## config.mk

```make
export PLATFORM = sky130hd
export DESIGN_NAME = time_set_controller
export DESIGN_NICKNAME = d
export VERILOG_FILES = /design/src/rtl/time_set_controller_pkg.sv /design/src/rtl/time_set_controller_button_conditioner.sv /design/src/rtl/time_set_controller.sv
export SDC_FILE = /design/constraint.sdc
export NUM_CORES = 1
export LEC_CHECK = 0
export CORE_MARGIN = 2
export CORE_UTILIZATION = 40
export CTS_BUF_LIST = sky130_fd_sc_hd__clkbuf_8
export DETAILED_ROUTE_END_ITERATION = 8
export GPL_TIMING_DRIVEN = 0
export PLACE_DENSITY_LB_ADDON = 0.15
export SETUP_SLACK_MARGIN = 0.4
export SYNTH_ARGS = -nofsm -noshare
export SYNTH_HDL_FRONTEND = slang
export SYNTH_SLANG_ARGS = --single-unit
export TNS_END_PERCENT = 5
```

## constraint.sdc

```tcl
create_clock -name clk -period 2 [get_ports clk]
set_input_delay 0.4 -clock clk [delete_from_list [all_inputs] [get_ports clk]]
set_output_delay 0.4 -clock clk [all_outputs]
set_load 0.01 [all_outputs]
```

## src/rtl/time_set_controller_pkg.sv

```systemverilog
`default_nettype none
// ============================================================================
// Module   : clock_set_pkg
// Purpose  : Shared mode encoding, button indices and default timing constants
//            for the clock front-panel input stage.
// Revision : 1.0
// ============================================================================
package clock_set_pkg;

  typedef enum logic [1:0] {
    MODE_RUN      = 2'd0,
    MODE_SET_HOUR = 2'd1,
    MODE_SET_MIN  = 2'd2
  } mode_t;

  localparam logic [15:0] c_debounce_cycles_def = 16'd50000;
  localparam logic [23:0] c_repeat_delay_def    = 24'd5000000;
  localparam logic [23:0] c_repeat_period_def   = 24'd1500000;
  localparam logic [23:0] c_blink_half_def      = 24'd3000000;
  localparam logic [27:0] c_idle_timeout_def    = 28'd100000000;

  // Bit positions of the buttons in the conditioned press vector.
  localparam int c_btn_up    = 0;
  localparam int c_btn_down  = 1;
  localparam int c_btn_left  = 2;
  localparam int c_btn_right = 3;
  localparam int c_btn_ctr   = 4;
  localparam int c_num_btns  = 5;

endpackage
`default_nettype wire

```

## src/rtl/time_set_controller_button_conditioner.sv

```systemverilog
`default_nettype none
// ============================================================================
// Module   : button_conditioner
// Purpose  : Synchronise, debounce and edge-detect one raw button, with an
//            optional hold-to-repeat press generator.
// Revision : 1.0
// ============================================================================
module button_conditioner
  import clock_set_pkg::*;
#(
  parameter logic [15:0] DEBOUNCE_CYCLES = c_debounce_cycles_def,
  parameter logic [23:0] REPEAT_DELAY    = c_repeat_delay_def,
  parameter logic [23:0] REPEAT_PERIOD   = c_repeat_period_def,
  parameter bit          REPEAT_EN       = 1'b0
) (
  input  logic clk,
  input  logic rst_n,
  input  logic i_raw,
  output logic o_press
);

  logic        r_sync1, r_sync2;
  logic        r_level, r_level_d;
  logic        r_press;
  logic [15:0] r_db_cnt;
  logic [23:0] r_rpt_cnt;
  logic        r_rpt_first;
  logic        w_rise, w_repeat;
  logic [23:0] w_rpt_limit;

  always_ff @(posedge clk or negedge rst_n) begin
    if (!rst_n) begin
      r_sync1 <= 1'b0;
      r_sync2 <= 1'b0;
    end else begin
      r_sync1 <= i_raw;
      r_sync2 <= r_sync1;
    end
  end

  // Level flips only after DEBOUNCE_CYCLES consecutive disagreeing samples.
  always_ff @(posedge clk or negedge rst_n) begin
    if (!rst_n) begin
      r_level  <= 1'b0;
      r_db_cnt <= '0;
    end else if (r_sync2 == r_level) begin
      r_db_cnt <= '0;
    end else if (r_db_cnt == DEBOUNCE_CYCLES - 16'd1) begin
      r_level  <= ~r_level;
      r_db_cnt <= '0;
    end else begin
      r_db_cnt <= r_db_cnt + 16'd1;
    end
  end

  assign w_rise      = r_level & ~r_level_d;
  assign w_rpt_limit = r_rpt_first ? REPEAT_DELAY : REPEAT_PERIOD;
  assign w_repeat    = REPEAT_EN && r_level && r_level_d &&
                       (r_rpt_cnt == w_rpt_limit - 24'd1);

  // Repeat timer restarts on the initial press; first interval is the delay.
  always_ff @(posedge clk or negedge rst_n) begin
    if (!rst_n) begin
      r_rpt_cnt   <= '0;
      r_rpt_first <= 1'b1;
    end else if (!REPEAT_EN || !r_level || w_rise) begin
      r_rpt_cnt   <= '0;
      r_rpt_first <= 1'b1;
    end else if (w_repeat) begin
      r_rpt_cnt   <= '0;
      r_rpt_first <= 1'b0;
    end else begin
      r_rpt_cnt   <= r_rpt_cnt + 24'd1;
    end
  end

  always_ff @(posedge clk or negedge rst_n) begin
    if (!rst_n) begin
      r_level_d <= 1'b0;
      r_press   <= 1'b0;
    end else begin
      r_level_d <= r_level;
      r_press   <= w_rise | w_repeat;
    end
  end

  assign o_press = r_press;

endmodule
`default_nettype wire

```

## src/rtl/time_set_controller.sv

```systemverilog
`default_nettype none
// ============================================================================
// Module   : time_set_controller
// Purpose  : Clock front-panel stage: button conditioning, RUN/SET mode FSM,
//            step pulse generation, idle timeout and edit-field blink mask.
// Revision : 1.0
// ============================================================================
module time_set_controller
  import clock_set_pkg::*;
#(
  parameter logic [15:0] DEBOUNCE_CYCLES = c_debounce_cycles_def,
  parameter logic [23:0] REPEAT_DELAY    = c_repeat_delay_def,
  parameter logic [23:0] REPEAT_PERIOD   = c_repeat_period_def,
  parameter logic [23:0] BLINK_HALF      = c_blink_half_def,
  parameter logic [27:0] IDLE_TIMEOUT    = c_idle_timeout_def
) (
  input  logic       clk,
  input  logic       btn_reset,
  input  logic       io_btn_up,
  input  logic       io_btn_down,
  input  logic       io_btn_left,
  input  logic       io_btn_right,
  input  logic       io_btn_ctr,
  output logic [1:0] mode,
  output logic       tick_en,
  output logic       min_step,
  output logic       hour_step,
  output logic       step_dec,
  output logic [3:0] blank
);

  logic [c_num_btns-1:0] w_raw, w_press;
  mode_t                 r_mode, w_mode_next;
  logic                  r_min_step, r_hour_step, r_step_dec;
  logic                  w_min_step_n, w_hour_step_n, w_step_dec_n;
  logic [27:0]           r_idle_cnt;
  logic [23:0]           r_blink_cnt;
  logic                  r_phase;
  logic                  w_set_mode, w_timeout, w_mode_chg, w_any_press;
  logic                  w_ctr, w_lr, w_updn;

  assign w_raw = {io_btn_ctr, io_btn_right, io_btn_left, io_btn_down, io_btn_up};

  generate
    for (genvar gi = 0; gi < c_num_btns; gi++) begin : g_btn
      button_conditioner #(
        .DEBOUNCE_CYCLES (DEBOUNCE_CYCLES),
        .REPEAT_DELAY    (REPEAT_DELAY),
        .REPEAT_PERIOD   (REPEAT_PERIOD),
        .REPEAT_EN       (gi <= c_btn_down)
      ) u_cond (
        .clk     (clk),
        .rst_n   (btn_reset),
        .i_raw   (w_raw[gi]),
        .o_press (w_press[gi])
      );
    end
  endgenerate

  assign w_ctr       = w_press[c_btn_ctr];
  assign w_lr        = w_press[c_btn_left] | w_press[c_btn_right];
  assign w_updn      = w_press[c_btn_up] ^ w_press[c_btn_down];
  assign w_any_press = |w_press;
  assign w_set_mode  = (r_mode == MODE_SET_HOUR) || (r_mode == MODE_SET_MIN);
  // A press in the same cycle as the last idle count wins over the timeout.
  assign w_timeout   = w_set_mode && !w_any_press &&
                       (r_idle_cnt == IDLE_TIMEOUT - 28'd1);
  assign w_mode_chg  = (w_mode_next != r_mode);

  always_ff @(posedge clk or negedge btn_reset) begin
    if (!btn_reset) begin
      r_mode      <= MODE_RUN;
      r_min_step  <= 1'b0;
      r_hour_step <= 1'b0;
      r_step_dec  <= 1'b0;
    end else begin
      r_mode      <= w_mode_next;
      r_min_step  <= w_min_step_n;
      r_hour_step <= w_hour_step_n;
      r_step_dec  <= w_step_dec_n;
    end
  end

  always_comb begin
    w_mode_next   = r_mode;
    w_min_step_n  = 1'b0;
    w_hour_step_n = 1'b0;
    w_step_dec_n  = 1'b0;
    case (r_mode)
      MODE_RUN: begin
        if (w_ctr) w_mode_next = MODE_SET_HOUR;
      end
      MODE_SET_HOUR: begin
        if (w_ctr || w_lr) begin
          w_mode_next = MODE_SET_MIN;
        end else if (w_timeout) begin
          w_mode_next = MODE_RUN;
        end else if (w_updn) begin
          w_hour_step_n = 1'b1;
          w_step_dec_n  = w_press[c_btn_down];
        end
      end
      MODE_SET_MIN: begin
        if (w_ctr || w_timeout) begin
          w_mode_next = MODE_RUN;
        end else if (w_lr) begin
          w_mode_next = MODE_SET_HOUR;
        end else if (w_updn) begin
          w_min_step_n = 1'b1;
          w_step_dec_n = w_press[c_btn_down];
        end
      end
      default: w_mode_next = MODE_RUN;
    endcase
  end

  always_ff @(posedge clk or negedge btn_reset) begin
    if (!btn_reset) begin
      r_idle_cnt <= '0;
    end else if (!w_set_mode || w_mode_chg || w_any_press) begin
      r_idle_cnt <= '0;
    end else begin
      r_idle_cnt <= r_idle_cnt + 28'd1;
    end
  end

  // Field is forced visible on entry and on each step so edits are readable.
  always_ff @(posedge clk or negedge btn_reset) begin
    if (!btn_reset) begin
      r_blink_cnt <= '0;
      r_phase     <= 1'b0;
    end else if (!w_set_mode || w_mode_chg || w_min_step_n || w_hour_step_n) begin
      r_blink_cnt <= '0;
      r_phase     <= 1'b0;
    end else if (r_blink_cnt == BLINK_HALF - 24'd1) begin
      r_blink_cnt <= '0;
      r_phase     <= ~r_phase;
    end else begin
      r_blink_cnt <= r_blink_cnt + 24'd1;
    end
  end

  always_comb begin
    blank = 4'b0000;
    case (r_mode)
      MODE_SET_HOUR: blank[3:2] = {2{r_phase}};
      MODE_SET_MIN:  blank[1:0] = {2{r_phase}};
      default:       blank      = 4'b0000;
    endcase
  end

  assign mode      = r_mode;
  assign tick_en   = (r_mode == MODE_RUN);
  assign min_step  = r_min_step;
  assign hour_step = r_hour_step;
  assign step_dec  = r_step_dec;

endmodule
`default_nettype wire

```

==> metrics, run 1 <==
largest family of logic cells by synthesized area=simple AND/OR/NAND/NOR gates; clock period minus final worst setup slack=2.28 ns; row count=59; Die W=167 um; WL final=21.0 mm; PortBufs=16; worst slew pin tran=0.658 ns; Total Neg Setup Slack=-11.52 ns; cell internal pwr=6.85 mW; clk_lat worst skew=0.53 ns; Avg WL per Cell=14.2 um; commonest non-fill, non-tap cells in the layout=201 x dfrtp_1, 117 x nor2_1, 99 x xnor2_1; xor and xnor area share after synthesis=13.9%; worst setup path class=reg -> reg; core area=26100 um2; Seq/Total Area, Yosys=50.4%; Final period util=114%; Synth Area in Compound Gates=1.32%; Final GP Congestion=0.772; Synth Area per Inst=10.3 um2; simple-gate share of the synthesized area=29.1%; first-pass GRT wire length=35.7 mm; Yosys top cell by area=dfrtp_1; Clock transition at path regs=0.06 ns; gr ovfl total=0; Post-synth EDFFs=0; Clk pwr share=47.9%; fmax=438 MHz; pre-CTS worst setup slack=-0.215 ns; DR pass1 iterations=4; combinational power share=2.6%; Syn Nets=1053; Die Y=167 um; Sw Ratio=22.6%; final setup fails=56; Core Util, Final=51.4%; Synth Warn #=0; count of cell types in the netlist=61; RSZ-0062 raised after global routing=yes; Top FF cell, synth=dfrtp_1; failing checks=negative setup slack; Post-Synthesis Cells=1031; layout cells sized above 1=27.6%; Ant. Diodes=0; Synth Area in Adders=1.77%; Post-DRT Antenna Nets=0; final-layout fill cell count=2404; Starting Density=40.6%; area delta synth->final=26.5%; number of global-route vias before repair=7449; largest net degree at the start of global routing=116; vias=7482; clk buf depth=3; Residual DRC=0; initial antenna violation count=0; #FFs+latches synth=213; clk sinks=213; outcome=finished with violations; CP startpoint kind=flop; LEAKAGE=5.12 nW; Mapped Area=10600 um2; full die area=27800 um2; post-route worst setup slack=-0.283 ns; switching power=2.00 mW; placed wire-length estimate=12.7 mm; nets@finish=1135; clk root buf=clkbuf_8; H-tree levels=2; Vias/cell=5.07; detailed router's first-iteration violation count=306; top cell type's share of synthesized area=49.9%; asr flop ratio synth=100%; CTS tree=done; skew final=0.0192 ns; Crit Path Max Fanout=5; max_cap viols=0; Hold Crit Class=in -> reg; mux contribution to synthesized area=0.532%; Final Slew Violations=0; I/O pin count=17; GRT Total Usage=15.1%; Slew HR=56.2%; Setup crit end kind=flop; synth top area cells=dfrtp_1 50%, xnor2_1 8.3%, nor2_1 6.6%; sequential power share=49.5%; Worst EP arrival=2.70 ns; Peak VDD IR=894 uV; total CTS buffers=38; Power Density=660 nW/um2; commonest non-fill, non-tap cell in the layout=dfrtp_1; Crit path required time=2.41 ns; Hold Fails Final Rpt=0
## sequential cells by signal (all words and copies together) (netlist names), 5 cells and up
name	cells
g_btn.u_cond.o_press	5
g_btn.u_cond.r_db_cnt	80
g_btn.u_cond.r_level	5
g_btn.u_cond.r_level_d	5
g_btn.u_cond.r_rpt_cnt	48
g_btn.u_cond.r_sync1	5
g_btn.u_cond.r_sync2	5
r_blink_cnt	24
r_idle_cnt	28
## worst paths after layout
check	from	to	slack, ns	cells after the start
max	mode[0]$_DFF_PN0_	r_idle_cnt[13]$_DFF_PN0_	-0.28	11
min	io_btn_right	g_btn[3].u_cond.r_sync1$_DFF_PN0_	0.31	1
max reg2reg	mode[0]$_DFF_PN0_	r_idle_cnt[13]$_DFF_PN0_	-0.28	11
min reg2reg	g_btn[1].u_cond.r_sync1$_DFF_PN0_	g_btn[1].u_cond.r_sync2$_DFF_PN0_	0.34	0
max in group asynchronous	btn_reset	g_btn[1].u_cond.r_rpt_cnt[14]$_DFF_PN0_	0.61	3
min in group asynchronous	btn_reset	r_idle_cnt[15]$_DFF_PN0_	0.45	2
## layout make-up
cell class | count | area (um2) | area share, %
clock inverters | 20 | 144 | 1.07
flip-flops and latches | 213 | 5350 | 39.9
plain buffers | 30 | 405 | 3.03
inverters | 29 | 116 | 0.869
well taps | 335 | 419 | 3.13
multi-input cells | 759 | 5820 | 43.5
repair buffers | 42 | 485 | 3.62
clock buffers | 48 | 661 | 4.93
## repair_timing
action | in CTS | in global routing
setup buffers | 17 | 2
gates resized for setup | 142 | 164
gates cloned | 1 | 4
endpoints found under the hold margin | 41 | 0
hold buffers | 1 | 0
pin swaps | 68 | 102
endpoints found under the setup margin | 167 | 283
## layer usage
metal / track usage [%] / vias up / share of wire [%]
met5: 0 / - / 0
met4: 4.72 / 0 / 1.4
met3: 2.95 / 26 / 3.3
met2: 23.5 / 88 / 47
met1: 21.4 / 3688 / 49
li1: - / 3680 / -
## power by group through the flow
stage / clock network, mW / logic [mW] / registers [mW]
after floorplan: 0 / 0.0546 / 4.44
after global placement: 0 / 0.173 / 4.45
after detailed placement: 0 / 0.182 / 4.45
after CTS: 4.41 / 0.215 / 4.37
after global routing: 4.60 / 0.271 / 4.38
final: 4.24 / 0.233 / 4.38
## synthesized netlist by cell type (6+ instances only)
library cell  instances
nor2_4               18
dfrtp_1             211
xor2_1               68
clkbuf_1             16
ha_1                 15
inv_1                29
nor4_1               16
nor4b_1              11
nor3_2               21
xnor2_1             100
nand4_1              41
nor3_1               33
and4_1               12
nor2b_1               7
nand2_1              55
nand2b_1              6
nor2_1              187
and3_1               34
nand3_1              71
## worst max-delay path, stage by stage (launching register included)
cell       delay [ns]
dfrtp_2          0.44
buf_6            0.14
inv_6            0.06
ha_4             0.14
nor2b_4          0.24
buf_6            0.13
nor4b_4          0.31
nor3_2           0.10
or3b_4           0.29
buf_12           0.14
clkbuf_16        0.16
nor2_4           0.03
## cells by family (layout without fill, tap and decap cells)
family                     count (synthesis)  after routing
AOI/OAI and AO/OA                         20             20
xor gates and xnor gates                 168            168
and+or+nand+nor                          551            551
buffers and inverters                     59            169
adders and majority gates                 15             15
muxes                                      5              5
DFF                                      213            213
## stage by stage
stage                     instances  power (mW)  hold slack (ns)  cell area [um2]
after floorplan                1031        4.50            0.104            10700
after global placement         1382        4.62            0.333            11200
after detailed placement       1383        4.63            0.335            11300
after CTS                      1470        9.00            0.272            12700
after global routing           1476        9.25            0.282            13400
final                          1476        8.85            0.313            13400
Note: power is estimated with default switching activity, not from simulation.
==> run 2, diff against run 1 <==
--- a/config.mk
+++ b/config.mk
@@ -6,10 +6,11 @@
 export NUM_CORES = 1
 export LEC_CHECK = 0
 export CORE_MARGIN = 2
-export CORE_UTILIZATION = 40
+export CORE_UTILIZATION = 59
 export CTS_BUF_LIST = sky130_fd_sc_hd__clkbuf_8
 export DETAILED_ROUTE_END_ITERATION = 8
 export GPL_TIMING_DRIVEN = 0
+export MAX_ROUTING_LAYER = met4
 export PLACE_DENSITY_LB_ADDON = 0.15
 export SETUP_SLACK_MARGIN = 0.4
 export SYNTH_ARGS = -nofsm -noshare
==> constraint.sdc (replaced) <==
create_clock -name clk -period 1.85 [get_ports clk]
set_input_delay 0.37 -clock clk [delete_from_list [all_inputs] [get_ports clk]]
set_output_delay 0.37 -clock clk [all_outputs]
set_load 0.01 [all_outputs]
==> run 2 against run 1 <==
Against the previous run:
- the run ends with negative hold slack, negative setup slack left
- non-clock buffer count increased by 19
- via count increased by 4.8%
- final cell count decreased by 6.3%
- combinational power increased by 13%
- fmax decreased by 1.4%
- sequential cell count unchanged
- utilization increased by 28 points
- clock power increased by 9.2%
- sequential power increased by 8.2%
- setup slack got worse by 0.18 ns
- die area decreased by 32%
- critical path depth unchanged
- critical path type unchanged
- largest cell class unchanged
==> metrics, run 2 (synthesized netlist as in run 1, its figures left out) <==
outcome=finished with violations; failing checks=negative hold slack, negative setup slack; Die W=138 um (-17%); Slew HR=39.7% (-16 points); Multi-input gate area=6180 um2 (+6.1%); Crit Path Max Fanout=7 (+2); total CTS buffers=37 (-2.6%); Power Density=699 nW/um2 (+5.9%); PortBufs=16 (unchanged); commonest non-fill, non-tap cells in the layout=193 x dfrtp_1, 105 x nor2_4, 97 x xnor2_1; flip-flop count of the largest register after layout=80 (unchanged); DR pass1 iterations=5 (+1); Reg2Reg Depth=11 (unchanged); GRT Total Usage=23.8% (+8.7 points); Residual DRC=0 (unchanged); most frequent CP cell=buf_6; Hold Fails Final Rpt=114 (+114); Top Metal Used=met4; cell internal pwr=7.46 mW (+8.9%); LEAKAGE=5.25 nW (+2.4%); crit-path max cell delay=0.39 ns (-0.05 ns); Critical R2R Capture=r_idle_cnt[7]$_DFF_PN0_; Clk pwr share=48.1% (+0.2 points); Starting Density=60.8% (+20 points); final setup fails=57 (+1.8%); row count=48 (-19%); r2r setup slk=-0.47 ns (-0.18 ns); sequential power share=49.2% (-0.3 points); Peak VDD IR=688 uV (-23%); CTS tree=done; clock period minus final worst setup slack=2.32 ns (+0.0329 ns); Seq. cell area=5360 um2 (+0.19%); Final period util=125% (+11 points); FF-to-FF Start=mode[0]$_DFF_PN0_; post-route worst setup slack=-0.465 ns (-0.183 ns); biggest registers after layout=g_btn.u_cond.r_db_cnt: 80 flops, g_btn.u_cond.r_rpt_cnt: 48 flops, r_idle_cnt: 28 flops; clk buf depth=3 (unchanged); Met1 Wirelength=10.2 mm (-0.20%); worst slew pin tran=0.905 ns (+0.247 ns); initial antenna violation count=0 (unchanged); switching power=2.17 mW (+8.8%); routed wl met3=869 um (+26%); gr ovfl total=0 (unchanged); combinational power share=2.7% (about the same); RSZ-0062 raised after global routing=yes; Hold Crit Class=in -> async; clk sinks=213 (unchanged); detailed router's first-iteration violation count=486 (+59%); number of global-route vias before repair=7574 (+1.7%); Avg WL per Cell=17.0 um (+19%); layout cells sized above 1=35.2% (+7.6 points); Core Util, Final=79.1% (+28 points); family with the most delay on the worst path=simple AND/OR/NAND/NOR gates; largest net degree at the start of global routing=124 (+6.9%); commonest non-fill, non-tap cell in the layout=dfrtp_1; skew final=0.0176 ns (-0.00168 ns); full die area=19000 um2 (-32%); clk_lat worst skew=0.54 ns (about the same); worst setup path class=reg -> reg; hold slack=-0.0749 ns (-0.388 ns); fmax=432 MHz (-1.4%); Sw Ratio=22.6% (about the same); first-pass GRT wire length=35.8 mm (+0.25%); Total Neg Setup Slack=-17.91 ns (-6.39 ns); Largest Register=g_btn.u_cond.r_db_cnt; Setup crit end kind=flop; I/O pin count=17 (unchanged); nets@finish=1153 (+1.6%); H-tree levels=2 (unchanged); Final GP Congestion=0.838 (+8.6%); final-layout fill cell count=1035 (-57%); placed wire-length estimate=12.4 mm (-2.4%); clk root buf=clkbuf_8; Vias/cell=5.67 (+12%); slowest stage cell on the critical path=dfrtp_2; DR WL met2=11.9 mm (+21%); max_cap viols=0 (unchanged); vias=7840 (+4.8%); Buf/Inv on CP=5 (unchanged); WL final=23.5 mm (+12%); CP startpoint kind=flop; Crit path required time=2.30 ns (-0.11 ns); Cell Chain, Critical Path=buf_4, ha_4, buf_6, nor4b_4, o311ai_4, nor3_2, or3b_1, buf_6, buf_6, buf_6, nor2_1; Clock transition at path regs=0.07 ns (about the same); core area=17400 um2 (-33%); Final Slew Violations=0 (unchanged); Die Y=138 um (-17%); Post-DRT Antenna Nets=0 (unchanged); Worst EP arrival=2.76 ns (+0.06 ns); overall power=9.63 mW (+8.9%); Ant. Diodes=0 (unchanged); pre-CTS worst setup slack=-0.284 ns (-0.0695 ns); area delta synth->final=30.0%
## run 2: cell types whose count changed in the layout (fill, tap and decap cells not counted), moves of 7 or more
cell	delta
dfrtp_2	+8
buf_4	+18
nor2_1	-34
nor2_2	+7
dfrtp_1	-8
nor2_4	+27
## run 2: worst max-delay path by stage
stage               cells past startpoint  slack, ns              start                        to
finish                                 11      -0.47  mode[0]$_DFF_PN0_   r_idle_cnt[7]$_DFF_PN0_
global route                           11      -0.56  mode[0]$_DFF_PN0_   r_idle_cnt[7]$_DFF_PN0_
CTS                                    11      -0.38  mode[0]$_DFF_PN0_  r_idle_cnt[20]$_DFF_PN0_
detailed placement                      9      -0.28  mode[1]$_DFF_PN0_  r_idle_cnt[17]$_DFF_PN0_
global placement                        1      -9.20          btn_reset         mode[0]$_DFF_PN0_
floorplan                               8      -0.14  mode[0]$_DFF_PN0_  r_idle_cnt[11]$_DFF_PN0_
## run 2: repair_timing
| item | CTS | global route |
|---|---|---|
| setup buffers | 30 | 11 |
| gates cloned | 2 | 1 |
| pin swaps | 146 | 159 |
| endpoints found under the setup margin | 201 | 202 |
| endpoints found under the hold margin | 110 | 0 |
| gates resized for setup | 225 | 202 |
## run 2: layer usage
layer	vias to the layer above	GRT usage, %
met1	3896	32.4
met4	0	6.69
met5	-	-
met3	54	4.13
met2	167	37.3
li1	3723	-
## run 2: layout make-up
type	count	share of cell area [%]
clock inverters	20	1.23
flip-flops and latches	213	38.9
inverters	29	0.827
multi-input cells	759	44.9
well taps	225	2.04
clock buffers	46	4.60
plain buffers	30	3.26
repair buffers	61	4.29
## run 2: power by group through the flow
stage / Clock (mW) / Sequential [mW] / Combinational (mW)
2_1_floorplan: 0 / 4.80 / 0.0590
3_3_place_gp: 0 / 4.81 / 0.178
3_5_place_dp: 0 / 4.81 / 0.189
4_1_cts: 4.70 / 4.73 / 0.229
5_1_grt: 4.95 / 4.74 / 0.298
6_report: 4.63 / 4.74 / 0.263
## run 2: metrics by stage
stage	cells	cell area [um2]
after detailed placement	1273	11100
after global placement	1272	11100
after global routing	1383	13800
after floorplan	1031	10700
final	1383	13800
after CTS	1371	12900
==> run 3, diff against run 2 <==
--- a/config.mk
+++ b/config.mk
@@ -8,6 +8,7 @@
 export CORE_MARGIN = 2
 export CORE_UTILIZATION = 59
 export CTS_BUF_LIST = sky130_fd_sc_hd__clkbuf_8
+export CTS_CLUSTER_SIZE = 10
 export DETAILED_ROUTE_END_ITERATION = 8
 export GPL_TIMING_DRIVEN = 0
 export MAX_ROUTING_LAYER = met4
==> run 3 against run 2 <==
Against the previous run:
- the run still ends with negative hold slack, negative setup slack left
- sequential cell count stayed put
- sequential share of layout area hardly changed
- design area hardly changed
- clock power hardly changed
==> metrics, run 3 (synthesized netlist as in run 1, its figures left out) <==
outcome=finished with violations; failing checks=negative hold slack, negative setup slack; fmax=432 MHz (about the same); Starting Density=60.8% (unchanged); FF-to-FF Start=mode[0]$_DFF_PN0_; Die W=138 um (unchanged); placed wire-length estimate=12.4 mm (unchanged); clk root buf=clkbuf_8; Worst EP arrival=2.76 ns (about the same); Buf/Inv on CP=5 (unchanged); full die area=19000 um2 (unchanged); Ant. Diodes=0 (unchanged); initial antenna violation count=0 (unchanged); crit-path max cell delay=0.39 ns (about the same); DR pass1 iterations=5 (unchanged); slowest stage cell on the critical path=dfrtp_2; Hold Fails Final Rpt=110 (-3.5%); Largest Register=g_btn.u_cond.r_db_cnt; Top Metal Used=met4; detailed router's first-iteration violation count=420 (-14%); Final Slew Violations=0 (unchanged); post-route worst setup slack=-0.465 ns (+0.000687 ns); Core Util, Final=79.0% (about the same); PortBufs=16 (unchanged); clk_lat worst skew=0.53 ns (about the same); core area=17400 um2 (unchanged); Avg WL per Cell=17.0 um (-0.11%); worst slew pin tran=0.903 ns (-0.00173 ns); biggest registers after layout=g_btn.u_cond.r_db_cnt: 80 flops, g_btn.u_cond.r_rpt_cnt: 48 flops, r_idle_cnt: 28 flops; Peak VDD IR=688 uV (about the same); Cell Chain, Critical Path=buf_4, ha_4, buf_6, nor4b_4, o311ai_4, nor3_2, or3b_1, buf_6, buf_6, buf_6, nor2_1; Power Density=699 nW/um2 (about the same); Setup crit end kind=flop; Clock transition at path regs=0.07 ns (about the same); Slew HR=39.8% (+0.12 points); CP startpoint kind=flop; routed wl met3=764 um (-12%); GRT Total Usage=23.8% (about the same); vias=7832 (-0.10%); WL final=23.5 mm (-0.11%); final setup fails=57 (unchanged); Final GP Congestion=0.838 (unchanged); H-tree levels=2 (unchanged); number of global-route vias before repair=7582 (+0.11%); gr ovfl total=0 (unchanged); DR WL met2=11.9 mm (+0.56%); Die Y=138 um (unchanged); most frequent CP cell=buf_6; clk sinks=213 (unchanged); largest net degree at the start of global routing=124 (unchanged); I/O pin count=17 (unchanged); Vias/cell=5.66 (-0.10%); Total Neg Setup Slack=-17.99 ns (-0.0856 ns); Met1 Wirelength=10.2 mm (+0.48%); crit path launch=mode[0]$_DFF_PN0_; CTS tree=done; hold slack=-0.0609 ns (+0.0140 ns); row count=48 (unchanged); flip-flop count of the largest register after layout=80 (unchanged); Crit Path Max Fanout=7 (unchanged); layout cells sized above 1=35.1% (-0.17 points); commonest non-fill, non-tap cell in the layout=dfrtp_1; skew final=0.0173 ns (-0.000265 ns); RSZ-0062 raised after global routing=yes; Final period util=125% (about the same); Hold Crit Class=in -> async; Post-DRT Antenna Nets=0 (unchanged); Crit path required time=2.29 ns (about the same); clk buf depth=3 (unchanged); Residual DRC=0 (unchanged); first-pass GRT wire length=35.8 mm (about the same); LEAKAGE=5.25 nW (about the same); nets@finish=1153 (unchanged); area delta synth->final=30.0% (about the same); max_cap viols=0 (unchanged); worst setup path class=reg -> reg; family with the most delay on the worst path=simple AND/OR/NAND/NOR gates; clock period minus final worst setup slack=2.31 ns (-0.000687 ns); total CTS buffers=37 (unchanged); commonest non-fill, non-tap cells in the layout=193 x dfrtp_1, 105 x nor2_4, 97 x xnor2_1
==> run 3: cell count changes in the layout (fill, tap and decap cells not counted) <==
cell	previous run	this run
nand2_1	48	49
nand2_2	5	4
nand3_1	65	66
nand3_2	6	5
==> run 3: worst reg2reg max path: cells and delay by family (launching register included) <==
| family | cells | cell delay (ns) |
|---|---|---|
| AOI/OAI and AO/OA | 1 | 0.12 |
| buffers and inverters | 5 | 0.65 |
| adders and majority gates | 1 | 0.14 |
| and+or+nand+nor | 4 | 0.93 |
| DFF | 1 | 0.39 |
==> run 3: routing by layer <==
metal	vias up	track usage, %
met3	53	4.06
met1	3906	32.4
met2	146	37.3
li1	3727	-
met5	-	-
met4	0	6.92
==> run 3: layout make-up <==
cell class	instances	area, um2
Sequential cell	213	5360
Clock buffer	46	633
Fill cell	1032	3650
Multi-Input combinational cell	759	6170
Buffer	30	449
Inverter	29	114
Clock inverter	20	169
Tap cell	225	282
Timing Repair Buffer	61	591
==> run 3: worst paths after layout <==
| kind | cells past startpoint | endpoint | slack (ns) |
|---|---|---|---|
| max in group asynchronous | 2 | g_btn[0].u_cond.r_db_cnt[5]$_DFF_PN0_ | 0.94 |
| min | 1 | r_idle_cnt[15]$_DFF_PN0_ | -0.06 |
| max reg2reg | 11 | r_idle_cnt[7]$_DFF_PN0_ | -0.46 |
| min reg2reg | 0 | g_btn[0].u_cond.r_sync2$_DFF_PN0_ | 0.34 |
| min in group clk | 1 | g_btn[4].u_cond.r_sync1$_DFF_PN0_ | 0.28 |
| max | 11 | r_idle_cnt[7]$_DFF_PN0_ | -0.46 |
==> run 3: metrics by stage <==
step           instances  setup slack, ns  area (um2)  power, mW
2_1_floorplan       1031           -0.143       10700       4.86
3_3_place_gp        1272            -9.20       11100       4.99
3_5_place_dp        1273           -0.284       11100       5.00
4_1_cts             1371           -0.383       12900       9.65
5_1_grt             1383           -0.561       13800       9.99
6_report            1383           -0.465       13800       9.62
==> run 3: power breakdown <==
group	switching, mW	internal, mW	leakage [nW]
sequential	0.0412	4.70	2.91
combinational	0.176	0.0869	1.89
clock	1.95	2.67	0.446
total	2.16	7.46	5.25
==> run 3: repair_timing <==
action / CTS / global route
setup endpoints to repair: 201 / 202
gates cloned: 2 / 1
gates resized for setup: 225 / 200
hold endpoints to repair: 110 / 0
buffers inserted: 30 / 11
pin swaps: 146 / 159
